## src/rtl/sap1_pkg.sv

```systemverilog
// Shared SAP-1 definitions: control-word layout and opcodes, used by the datapath and the controller.
package sap1_pkg;

    localparam int CTRL_W = 12;

    localparam int HLT_BIT       = 11;
    localparam int PC_INC_BIT    = 10;
    localparam int PC_EN_BIT     = 9;
    localparam int MEM_LOAD_BIT  = 8;
    localparam int MEM_EN_BIT    = 7;
    localparam int IR_LOAD_BIT   = 6;
    localparam int IR_EN_BIT     = 5;
    localparam int A_LOAD_BIT    = 4;
    localparam int A_EN_BIT      = 3;
    localparam int B_LOAD_BIT    = 2;
    localparam int ADDER_SUB_BIT = 1;
    localparam int ADDER_EN_BIT  = 0;

    typedef logic [CTRL_W-1:0] ctrl_word_t;

    typedef enum logic [3:0] {
        OP_LDA = 4'h0,
        OP_ADD = 4'h1,
        OP_SUB = 4'h2,
        OP_HLT = 4'hF
    } opcode_e;

    // One-hot control-word mask for a single control bit.
    function automatic ctrl_word_t ctrl_bit(input int idx);
        ctrl_bit = ctrl_word_t'(1) << idx;
    endfunction

endpackage

```

## src/rtl/sap1_ram.sv

```systemverilog
// SAP-1 program/data memory: synchronous write, asynchronous read.
module sap1_ram #(
    parameter int DATA_W = 8,
    parameter int ADDR_W = 4
) (
    input  logic              clk,
    input  logic              we,
    input  logic [ADDR_W-1:0] waddr,
    input  logic [DATA_W-1:0] wdata,
    input  logic [ADDR_W-1:0] raddr,
    output logic [DATA_W-1:0] rdata
);

    logic [DATA_W-1:0] mem_q [2**ADDR_W];

    // NOTE: memory arrays get no reset so they map onto RAM cells and keep the program across rst.
    always_ff @(posedge clk) begin
        if (we) begin
            mem_q[waddr] <= wdata;
        end
    end

    assign rdata = mem_q[raddr];

endmodule

```

## src/rtl/sap1_datapath.sv

```systemverilog
// SAP-1 datapath: muxed bus, PC, MAR, IR, A/B registers, add/sub ALU with flags, sticky halt.
module sap1_datapath
    import sap1_pkg::*;
#(
    parameter int DATA_W = 8,
    parameter int ADDR_W = 4
) (
    input  logic                     clk,
    input  logic                     rst,
    input  logic [CTRL_W-1:0]        ctrl_word,
    input  logic                     prog_we,
    input  logic [ADDR_W-1:0]        prog_addr,
    input  logic [DATA_W-1:0]        prog_data,
    output logic [DATA_W-ADDR_W-1:0] opcode,
    output logic [DATA_W-1:0]        bus,
    output logic [DATA_W-1:0]        a_out,
    output logic [ADDR_W-1:0]        pc_out,
    output logic                     carry,
    output logic                     zero,
    output logic                     halted
);

    logic [ADDR_W-1:0] pc_q, pc_d, mar_q, mar_d;
    logic [DATA_W-1:0] ir_q, ir_d, a_q, a_d, b_q, b_d;
    logic              carry_q, carry_d, zero_q, zero_d, halted_q, halted_d;
    logic [DATA_W-1:0] ram_rdata;
    logic [DATA_W:0]   sum_ext;
    logic              sub;
    logic              update_en;

    sap1_ram #(.DATA_W(DATA_W), .ADDR_W(ADDR_W)) u_ram (
        .clk   (clk),
        .we    (prog_we),
        .waddr (prog_addr),
        .wdata (prog_data),
        .raddr (mar_q),
        .rdata (ram_rdata)
    );

    // Subtraction as a + ~b + 1; the extra MSB is carry-out (1 = no borrow).
    assign sub     = ctrl_word[ADDER_SUB_BIT];
    assign sum_ext = {1'b0, a_q} + {1'b0, b_q ^ {DATA_W{sub}}} + (DATA_W+1)'(sub);

    always_comb begin
        if (ctrl_word[ADDER_EN_BIT])    bus = sum_ext[DATA_W-1:0];
        else if (ctrl_word[A_EN_BIT])   bus = a_q;
        else if (ctrl_word[IR_EN_BIT])  bus = {{(DATA_W-ADDR_W){1'b0}}, ir_q[ADDR_W-1:0]};
        else if (ctrl_word[MEM_EN_BIT]) bus = ram_rdata;
        else if (ctrl_word[PC_EN_BIT])  bus = {{(DATA_W-ADDR_W){1'b0}}, pc_q};
        else                            bus = '0;
    end

    // An HLT edge is itself frozen, as is every edge after it.
    assign update_en = !halted_q && !ctrl_word[HLT_BIT];

    // NOTE: every signal gets a hold default first so no path through this block can infer a latch.
    always_comb begin
        pc_d     = pc_q;
        mar_d    = mar_q;
        ir_d     = ir_q;
        a_d      = a_q;
        b_d      = b_q;
        carry_d  = carry_q;
        zero_d   = zero_q;
        halted_d = halted_q | ctrl_word[HLT_BIT];
        if (update_en) begin
            if (ctrl_word[PC_INC_BIT])   pc_d  = pc_q + ADDR_W'(1);
            if (ctrl_word[MEM_LOAD_BIT]) mar_d = bus[ADDR_W-1:0];
            if (ctrl_word[IR_LOAD_BIT])  ir_d  = bus;
            if (ctrl_word[A_LOAD_BIT])   a_d   = bus;
            if (ctrl_word[B_LOAD_BIT])   b_d   = bus;
            if (ctrl_word[ADDER_EN_BIT] && ctrl_word[A_LOAD_BIT]) begin
                carry_d = sum_ext[DATA_W];
                zero_d  = (sum_ext[DATA_W-1:0] == '0);
            end
        end
    end

    // NOTE: state registers use non-blocking assignments so all loads sample the same pre-edge bus.
    always_ff @(posedge clk or posedge rst) begin
        if (rst) begin
            pc_q     <= '0;
            mar_q    <= '0;
            ir_q     <= '0;
            a_q      <= '0;
            b_q      <= '0;
            carry_q  <= 1'b0;
            zero_q   <= 1'b0;
            halted_q <= 1'b0;
        end else begin
            pc_q     <= pc_d;
            mar_q    <= mar_d;
            ir_q     <= ir_d;
            a_q      <= a_d;
            b_q      <= b_d;
            carry_q  <= carry_d;
            zero_q   <= zero_d;
            halted_q <= halted_d;
        end
    end

    assign opcode = ir_q[DATA_W-1:ADDR_W];
    assign a_out  = a_q;
    assign pc_out = pc_q;
    assign carry  = carry_q;
    assign zero   = zero_q;
    assign halted = halted_q;

endmodule

```

## config.mk

```make
export PLATFORM = sky130hd
export DESIGN_NAME = sap1_datapath
export DESIGN_NICKNAME = d
export VERILOG_FILES = /design/src/rtl/sap1_pkg.sv /design/src/rtl/sap1_ram.sv /design/src/rtl/sap1_datapath.sv
export SDC_FILE = /design/constraint.sdc
export NUM_CORES = 1
export LEC_CHECK = 0
export CORE_AREA = 2 2 163 117
export DETAILED_ROUTE_END_ITERATION = 6
export DIE_AREA = 0 0 165 119
export REMOVE_ABC_BUFFERS = 1
export SETUP_SLACK_MARGIN = 0.15
export SLEW_MARGIN = 30
export SYNTH_ARGS = -nofsm -noshare
export SYNTH_HDL_FRONTEND = slang
export SYNTH_HIERARCHICAL = 1
export SYNTH_SLANG_ARGS = --single-unit
```

## constraint.sdc

```tcl
create_clock -name clk -period 3.35 [get_ports clk]
set_clock_uncertainty 0.05 [all_clocks]
set_input_delay 0.5025 -clock clk [delete_from_list [all_inputs] [get_ports clk]]
set_output_delay 0.5025 -clock clk [all_outputs]
set_load 0.02 [all_outputs]
```

======== After elaboration in Yosys (flattened, before gate mapping) ========
Memories as Yosys holds them, arrays and structs flattened.
Index checks and enable logic that the tools add are counted.
storage, ports and cells
  register bits ........................... 35
  bits in writable memories ............... 128
  bits of input ports ..................... 27
  output and inout bits ................... 27
  memories ................................ 1
memory list
  name         depth  bits a word  rd ports  clocked after Yosys merged registers in  wr ports  RTL line        RTL
  u_ram.mem_q  16     8            1         0                                        1         sap1_ram.sv:14  logic [DATA_W-1:0] mem_q [2**ADDR_W];
cells by class
  add/subtract/negate cells ............... 3
  multiplexer cells ....................... 7
  bitwise logic cells ..................... 2
  reduce and logical (&&, ||, !) cells .... 11
operator list
  kind                                          count
  two-way mux 8 bit                             4
  AND reduction 2 bit                           6
  adder 8 x 8 -> 9 bit                          1
  adder 9 x 1 -> 9 bit                          1
  zero test 8 bit                               1
  XOR 8 bit                                     1
  adder 4 x 1 -> 4 bit (second input constant)  1
  two-way mux 4 bit                             1
  logical AND 1 bit                             2
  zero test 1 bit                               2
  two-way mux 1 bit                             2
  OR 1 bit                                      1

======== Logic depth before layout (Yosys ltp) ========
Gate-level depths: netlist of the first run.
  depth after elaboration ................. 5
  depth in mapped cells ................... 10

======== Cells and area by module ========
The synthesis of the first run kept the hierarchy.
by module, submodules not included
  module         times used  cells an instance  area an instance (µm²)  seq. area each (µm²)
  sap1_ram       1           221                4987.3                  3843.7
  sap1_datapath  1           234                2117.0                  875.8

======== Worst setup path after synthesis of the first run ========
OpenSTA, ideal clock, no wires.
  path type ............................... input to output
  from .................................... in ctrl_word[1]
  to ...................................... out bus[6]
  arrival ................................. 2.164 ns
  required time ........................... 2.797 ns
  setup slack ............................. 0.634 ns
  stages .................................. 9
  cell sequence ........................... buf_6 xor2_1 inv_1 fa_1 and3b_1 o2111ai_1 o211a_1 a21bo_1 inv_1
on the way
  longest elaborated chain between the ends .. 4
RTL lines
  element                   RTL line             RTL
  from (decl)               sap1_datapath.sv:10  input logic [CTRL_W-1:0] ctrl_word,
  XOR 8 bit                 sap1_datapath.sv:42  assign sum_ext = {1'b0, a_q} + {1'b0, b_q ^ {DATA_W{sub}}} + (DATA_W+1)'(sub);
  adder 8 x 8 -> 9 bit      sap1_datapath.sv:42
  adder 9 x 1 -> 9 bit (*)  sap1_datapath.sv:42
  two-way mux 8 bit (*)     sap1_datapath.sv:45  if (ctrl_word[ADDER_EN_BIT]) bus = sum_ext[DATA_W-1:0];
  to (decl)                 sap1_datapath.sv:15  output logic [DATA_W-1:0] bus,
Every way passes the cells marked *; elsewhere a longest branch is shown, timed or not.

======== Worst setup path after layout of the first run ========
  from .................................... reg mar_q[0]
  to ...................................... out bus[2]
on the way
  longest elaborated chain between the ends .. 5
RTL lines
  element                 RTL line             RTL
  from (decl)             sap1_datapath.sv:23  logic [ADDR_W-1:0] pc_q, pc_d, mar_q, mar_d;
  from (signal assigned)  sap1_datapath.sv:92  mar_q <= mar_d;
  memory (16 x 8 bit)     --
  via ram_rdata[2]        sap1_datapath.sv:26  logic [DATA_W-1:0] ram_rdata;
  two-way mux 8 bit       sap1_datapath.sv:48  else if (ctrl_word[MEM_EN_BIT]) bus = ram_rdata;
  two-way mux 8 bit       sap1_datapath.sv:47  else if (ctrl_word[IR_EN_BIT]) bus = {{(DATA_W-ADDR_W){1'b0}}, ir_q[ADDR_W-1:0]};
  two-way mux 8 bit       sap1_datapath.sv:46  else if (ctrl_word[A_EN_BIT]) bus = a_q;
  two-way mux 8 bit       sap1_datapath.sv:45
The timed path passes the listed nets, and every way through them passes these cells.

==> impl_summary.log, run 1 <==
INFO  metric ys_ff_latch = 163
INFO  metric cts_inserted_buffers = 17
INFO  metric vdd_ir_drop_max = 0.337 mV
INFO  metric synth-seq-area-share = 66.4%
INFO  metric total_leakage_power = 3.31 nW
INFO  metric synth.cells.most_frequent = 128 x edfxtp_1, 52 x nand2_1, 35 x dfrtp_1
INFO  metric clk_pin_slew_worst_paths = 0.07 ns
INFO  metric hold_slack = 0.414 ns
INFO  metric final-hold-violation-count = 0
INFO  metric timing.critical_path.from = mar_q[0]
INFO  metric ys_dominant_reg_cell = edfxtp_1
INFO  metric postSynthAreaPerCell = 15.6 µm²
INFO  metric critPathArrivalTime = 2.72 ns
INFO  metric routed_wire_length_per_instance = 20.3 µm
INFO  metric period_needed = 3.28 ns
INFO  metric track_usage = 18.3%
INFO  metric yosys-top-cells-area = edfxtp_1 54%, dfrtp_1 12%, mux4_2 5.7%
INFO  metric gp_routability_congestion = 0.868
INFO  metric tightestPinTransition = 0.892 ns
INFO  metric clockRootBuffer = clkbuf_16
INFO  metric detail_route.drc_violations = 0
INFO  metric layout.core_utilization = 49.6%
INFO  metric dp.final_hpwl = 11000 µm
INFO  metric power_density = 584 nW/µm²
INFO  metric floorplan.die_area = 19600 µm²
INFO  metric fmaxAchievable = 305 MHz
INFO  metric detailroute.via_count = 4308
INFO  metric post_synth_instance_area = 7100 µm²
INFO  metric tritoncts = done
INFO  metric max_cap_viol_count = 0
INFO  metric most_frequent_cell_after_synthesis = edfxtp_1
INFO  metric detailed_route_iter0_violations = 340
INFO  metric floorplan.initialDensity = 38.7%
INFO  metric clock_path_buffers = 2
INFO  metric synth_warnings = 6
INFO  metric final-setup-viol-count = 0
INFO  metric area.growth.synth_to_final = 28.0%
INFO  metric global_route.overflow_total = 0
INFO  metric cts_max_level = 4
INFO  metric worstSetupPathType = register to output pin
INFO  metric number_of_global_route_vias_before_repair = 4349
INFO  metric worstReg2RegStart = mar_q[0]
INFO  metric die_height = 119 µm
INFO  metric coreArea = 18300 µm²
INFO  metric final_cell_count_no_fill = 823
INFO  metric synth_cell_type_count = 58
INFO  metric grt_first_pass_wirelength = 25900 µm
INFO  metric grt_antenna_before_repair = 0
INFO  metric antenna_violating_nets_post_route = 0
INFO  metric layout_worst_path_cycle_share = 97.8%
INFO  metric finalInstanceArea = 9100 µm²
INFO  metric synth_area_leader_cell = edfxtp_1
INFO  metric port_buffers = 53
INFO  metric routed_wirelength = 16700 µm
INFO  metric run_status = finished clean
INFO  metric postPlaceCellArea = 8230 µm²
INFO  metric grt_max_degree = 34
INFO  metric tritoncts_num_sinks = 163
INFO  metric row_count = 42
INFO  metric highest_net_fanout_along_the_worst_path = 5
INFO  metric layout.nets = 605
INFO  metric dp.cells = 784
INFO  metric grt_setup_unrepaired = true
INFO  metric synth_edf_count = 128
INFO  metric drt_pre_antenna_iters = 4
INFO  metric clk-insertion-delay-late = 0.43 ns
INFO  metric final-max-slew-violation-count = 0
INFO  metric post_synth_inst_count = 455
INFO  metric yosysTopAreaCellShare = 54.1%
INFO  metric cts.hold.buffers_added = 0
INFO  metric max_transition_margin = 40.3%
INFO  metric synth-async-reset-ratio = 21.5%
INFO  metric die_width = 165 µm
INFO  metric pin_count = 54
INFO  metric vias_per_cell = 5.23
INFO  metric setup.worst_path.end_class = output pin
INFO  metric worstHoldPathType = primary input to async pin
INFO  metric critPathRequiredTime = 2.80 ns
INFO  metric final_layout_size_suffix_gt1_share = 30.3%
INFO  metric cp-start-kind = register
path summary, 6_finish.rpt:
check	end	slack, ns	cells after the start
max in group asynchronous	b_q[6]	2.12	3
worst max register to register	ir_q[2]	0.80	10
min in group clk	ir_q[5]	0.44	2
worst min register to register	ir_q[5]	0.44	2
worst max-delay path	bus[2]	0.07	10
worst min-delay path	b_q[3]	0.41	2
flip-flops by register name, summed over array words and instances, names as in the netlist:
| register | cells |
|---|---|
| u_ram/mem_q | 128 |
| zero | 1 |
| a_out | 8 |
| ir_q | 8 |
| carry | 1 |
| pc_out | 4 |
| mar_q | 4 |
| b_q | 8 |
| halted | 1 |
metal layers:
| layer | vias to the layer above | GRT usage [%] | share of wire, % |
|---|---|---|---|
| li1 | 1986 | - | - |
| met1 | 2178 | 27.0 | 47 |
| met2 | 131 | 27.1 | 46 |
| met3 | 13 | 4.46 | 6.1 |
| met4 | 0 | 5.22 | 0.91 |
| met5 | - | 0 | 0 |
cell families after synthesis:
| logic type | Yosys count | synth area share, % |
|---|---|---|
| and+or+nand+nor | 108 | 7.03 |
| adders and majority gates | 11 | 2.04 |
| DFF | 163 | 66.4 |
| muxes | 35 | 11.4 |
| buffers and inverters | 37 | 2.98 |
| xor gates and xnor gates | 14 | 1.73 |
| AOI/OAI and AO/OA | 87 | 8.35 |
cells in the final DEF, fill, tap and decap left out, drive strengths merged, types with 3 or more instances in the layout:
cell type / count
edfxtp: 128
buf: 71
nand2: 52
clkdlybuf4s50: 44
dfrtp: 35
mux4: 32
o21ai: 32
inv: 24
nor2: 20
a22oi: 18
clkbuf: 17
a21oi: 11
xor2: 11
ha: 10
nor2b: 8
nor3: 6
nand3: 5
a221oi: 3
a221o: 3
nand3b: 3
xnor2: 3
a31oi: 3
where the power goes:
group	internal, mW	switching (mW)
Sequential	2.26	0.0512
Combinational	0.478	0.501
Clock	1.14	0.884
Total	3.87	1.44
per-stage QoR:
| stage | TNS, ns | power (mW) | setup WS [ns] |
|---|---|---|---|
| after floorplan | -0.107 | 2.78 | -0.0595 |
| after global placement | -1.90 | 3.20 | -0.389 |
| after detailed placement | -2.36 | 3.22 | -0.457 |
| after CTS | 0 | 5.33 | 0.0396 |
| after global routing | -0.215 | 5.53 | -0.0766 |
| final | 0 | 5.31 | 0.0732 |
worst max-delay path: stages (launching register included):
cell and delay, ns:
dfrtp_2 0.43, buf_12 0.14, buf_16 0.13, mux4_2 0.52
a22oi_2 0.20, nand2_2 0.14, a221oi_2 0.29, o31ai_1 0.10
nand2_1 0.16, inv_2 0.05, buf_6 0.13
layout make-up:
cell class                 instances  area [µm²]
tap                              242         303
fill                            1549        9240
clock inverter                    15         186
clock buffer                      17         425
antenna                            1        2.50
multi-input combinational        255        2270
sequential                       163        4720
timing repair buffer             116        1130
inverter                          14        52.6
what timing repair did:
action	CTS	global route
buffers inserted	3	0
cloned	3	0
pin swaps	28	14
endpoints found under the setup margin	8	8
resized for setup	90	13
Power figures use the tool's default switching activity.
==> inputs of run 2 (changes only) <==
GPL_TIMING_DRIVEN = 0   (was default)
==> impl_summary.log, run 2 (synthesis results as in run 1) <==
INFO  metric track_usage = 17.2% (-1.1 points)
INFO  metric floorplan.initialDensity = 38.7% (unchanged)
INFO  metric drt_pre_antenna_iters = 4 (unchanged)
INFO  metric critical-path-slowest-cell = dfrtp_4
INFO  metric max_transition_margin = 38.2% (-2.1 points)
INFO  metric die_width = 165 µm (unchanged)
INFO  metric period_needed = 3.38 ns (+0.107 ns)
INFO  metric mostFrequentLayoutCells = 128 x edfxtp_1, 45 x nand2_1, 44 x clkdlybuf4s50_1
INFO  metric worstSetupPathType = register to output pin
INFO  metric highest_net_fanout_along_the_worst_path = 8 (+3)
INFO  metric cts_max_level = 4 (unchanged)
INFO  metric die_height = 119 µm (unchanged)
INFO  metric register_area = 4720 µm² (about the same)
INFO  metric port_buffers = 53 (unchanged)
INFO  metric pin_count = 54 (unchanged)
INFO  metric final_layout_size_suffix_gt1_share = 26.0% (-4.3 points)
INFO  metric dp.final_hpwl = 9980 µm (-9.0%)
INFO  metric run_status = finished, violations left
INFO  metric row_count = 42 (unchanged)
INFO  metric fmaxAchievable = 295 MHz (-3.2%)
INFO  metric clk-insertion-delay-late = 0.43 ns (about the same)
INFO  metric tightestPinTransition = 0.924 ns (+0.0319 ns)
INFO  metric vias_per_cell = 5.39 (+2.9%)
INFO  metric layout_worst_path_cycle_share = 101% (+3.2 points)
INFO  metric clock_path_buffers = 2 (unchanged)
INFO  metric grt_max_degree = 36 (+5.9%)
INFO  metric gp_routability_congestion = 0.838 (-3.5%)
INFO  metric layout.nets = 571 (-5.6%)
INFO  metric coreArea = 18300 µm² (unchanged)
INFO  metric floorplan.die_area = 19600 µm² (unchanged)
INFO  metric placement.setup.worst_slack = -0.850 ns (-0.392 ns)
INFO  metric cts.hold.buffers_added = 0 (unchanged)
INFO  metric critical_path.max_stage_delay = 0.52 ns (about the same)
INFO  metric final-setup-viol-count = 3 (+3)
INFO  metric mostFrequentLayoutCell = edfxtp_1
INFO  metric filler_cell_count = 1555 (+0.39%)
INFO  metric grt_setup_unrepaired = true
INFO  metric failed_checks = setup timing
INFO  metric tritoncts_num_sinks = 163 (unchanged)
INFO  metric antennaDiodeCount = 0 (-1)
INFO  metric totalPowerFinal = 5.25 mW (-1.1%)
INFO  metric routed_wire_length_per_instance = 20.5 µm (+1.0%)
INFO  metric grt_first_pass_wirelength = 24200 µm (-6.6%)
INFO  metric final-hold-violation-count = 0 (unchanged)
INFO  metric power_density = 590 nW/µm² (+1.2%)
INFO  metric routed_wirelength = 16100 µm (-3.3%)
INFO  metric global_route.overflow_total = 0 (unchanged)
INFO  metric cts_inserted_buffers = 17 (unchanged)
INFO  metric critPathArrivalTime = 2.83 ns (+0.11 ns)
INFO  metric clk_pin_slew_worst_paths = 0.07 ns (about the same)
INFO  metric vdd_ir_drop_max = 0.331 mV (-2.0%)
INFO  metric timing.critical_path.buf_inv = 5 (+1)
INFO  metric critical-path-top-delay-family = buffers and inverters
INFO  metric post-route-worst-setup-slack = -0.0342 ns (-0.107 ns)
INFO  metric cp-start-kind = register
INFO  metric final-max-slew-violation-count = 0 (unchanged)
INFO  metric tritoncts = done
INFO  metric number_of_global_route_vias_before_repair = 3991 (-8.2%)
INFO  metric crit_path_frequent_cell = buf_12
INFO  metric critPathRequiredTime = 2.80 ns (about the same)
INFO  metric setup.worst_path.end_class = output pin
INFO  metric area.growth.synth_to_final = 25.2%
INFO  metric clockRootBuffer = clkbuf_16
INFO  metric detailroute.via_count = 4244 (-1.5%)
INFO  metric grt_antenna_before_repair = 0 (unchanged)
INFO  metric detailed_route_iter0_violations = 362 (+6.5%)
INFO  metric multi_input_comb_area = 2310 µm² (+1.6%)
INFO  metric max_cap_viol_count = 0 (unchanged)
INFO  metric detail_route.drc_violations = 0 (unchanged)
INFO  metric worstHoldPathType = register to register
INFO  metric antenna_violating_nets_post_route = 0 (unchanged)
INFO  metric largest_reg_flops = 128 (unchanged)
INFO  metric top_register = u_ram/mem_q
INFO  metric total_leakage_power = 3.16 nW (-4.6%)
INFO  metric cp_cell_sequence = buf_12 > buf_16 > buf_12 > mux4_1 > a22oi_2 > nand2_2 > a221oi_2 > o31ai_1 > nand2_1 > inv_1 > buf_6
-- run 2: worst min-delay path, cell delays in order, from the launching register on --
cell and delay [ns]:
dfrtp_1 0.34, nand2_1 0.05, o21ai_0 0.06
-- run 2: final timing paths --
kind	startpoint	endpoint	slack [ns]	cells after the start
min in group asynchronous	rst	ir_q[3]	0.47	2
setup reg to reg	mar_q[0]	ir_q[1]	0.65	12
hold reg to reg	ir_q[4]	ir_q[4]	0.43	2
hold / removal	ir_q[4]	ir_q[4]	0.43	2
max in group asynchronous	rst	mar_q[0]	2.24	2
setup / recovery	mar_q[0]	bus[1]	-0.03	11
-- run 2: routing by layer --
layer	share of wire, %	vias up	wire length, µm	GRT usage (%)
li1	-	1923	-	-
met5	0	-	0	0
met4	0.81	0	131	4.40
met2	46	120	7370	25.0
met3	5.7	13	920	4.39
met1	48	2188	7700	25.8
-- run 2: cell type report --
| type | count | share of cell area [%] |
|---|---|---|
| sequential | 163 | 53.1 |
| clock buffer | 18 | 4.82 |
| tap | 242 | 3.40 |
| clock inverter | 14 | 2.14 |
| timing repair buffer | 82 | 10.0 |
| inverter | 14 | 0.591 |
| multi-input combinational | 255 | 25.9 |
-- run 2: power by group --
| group | total, mW | switching (mW) | internal [mW] |
|---|---|---|---|
| logic | 0.900 | 0.482 | 0.418 |
| registers | 2.31 | 0.0527 | 2.26 |
| clock network | 2.04 | 0.841 | 1.20 |
| total | 5.25 | 1.38 | 3.88 |
-- run 2: through the flow --
stage	setup TNS (ns)	std cells	cell area (µm²)	util [%]	hold slack [ns]
final	-0.0878	788	8900	48.5	0.434
after global routing	-0.515	788	8900	48.5	0.469
after CTS	-0.0783	777	8730	47.6	0.437
after detailed placement	-4.82	728	7820	42.7	0.423
after global placement	-23.40	727	7780	42.4	0.415
after floorplan	-0.107	432	6950	-	0.400
-- run 2: what timing repair did --
action / in CTS / in global routing
gates cloned: 2 / 0
setup buffers: 15 / 11
endpoints found under the setup margin: 8 / 8
gates resized for setup: 84 / 16
pin swaps: 17 / 17
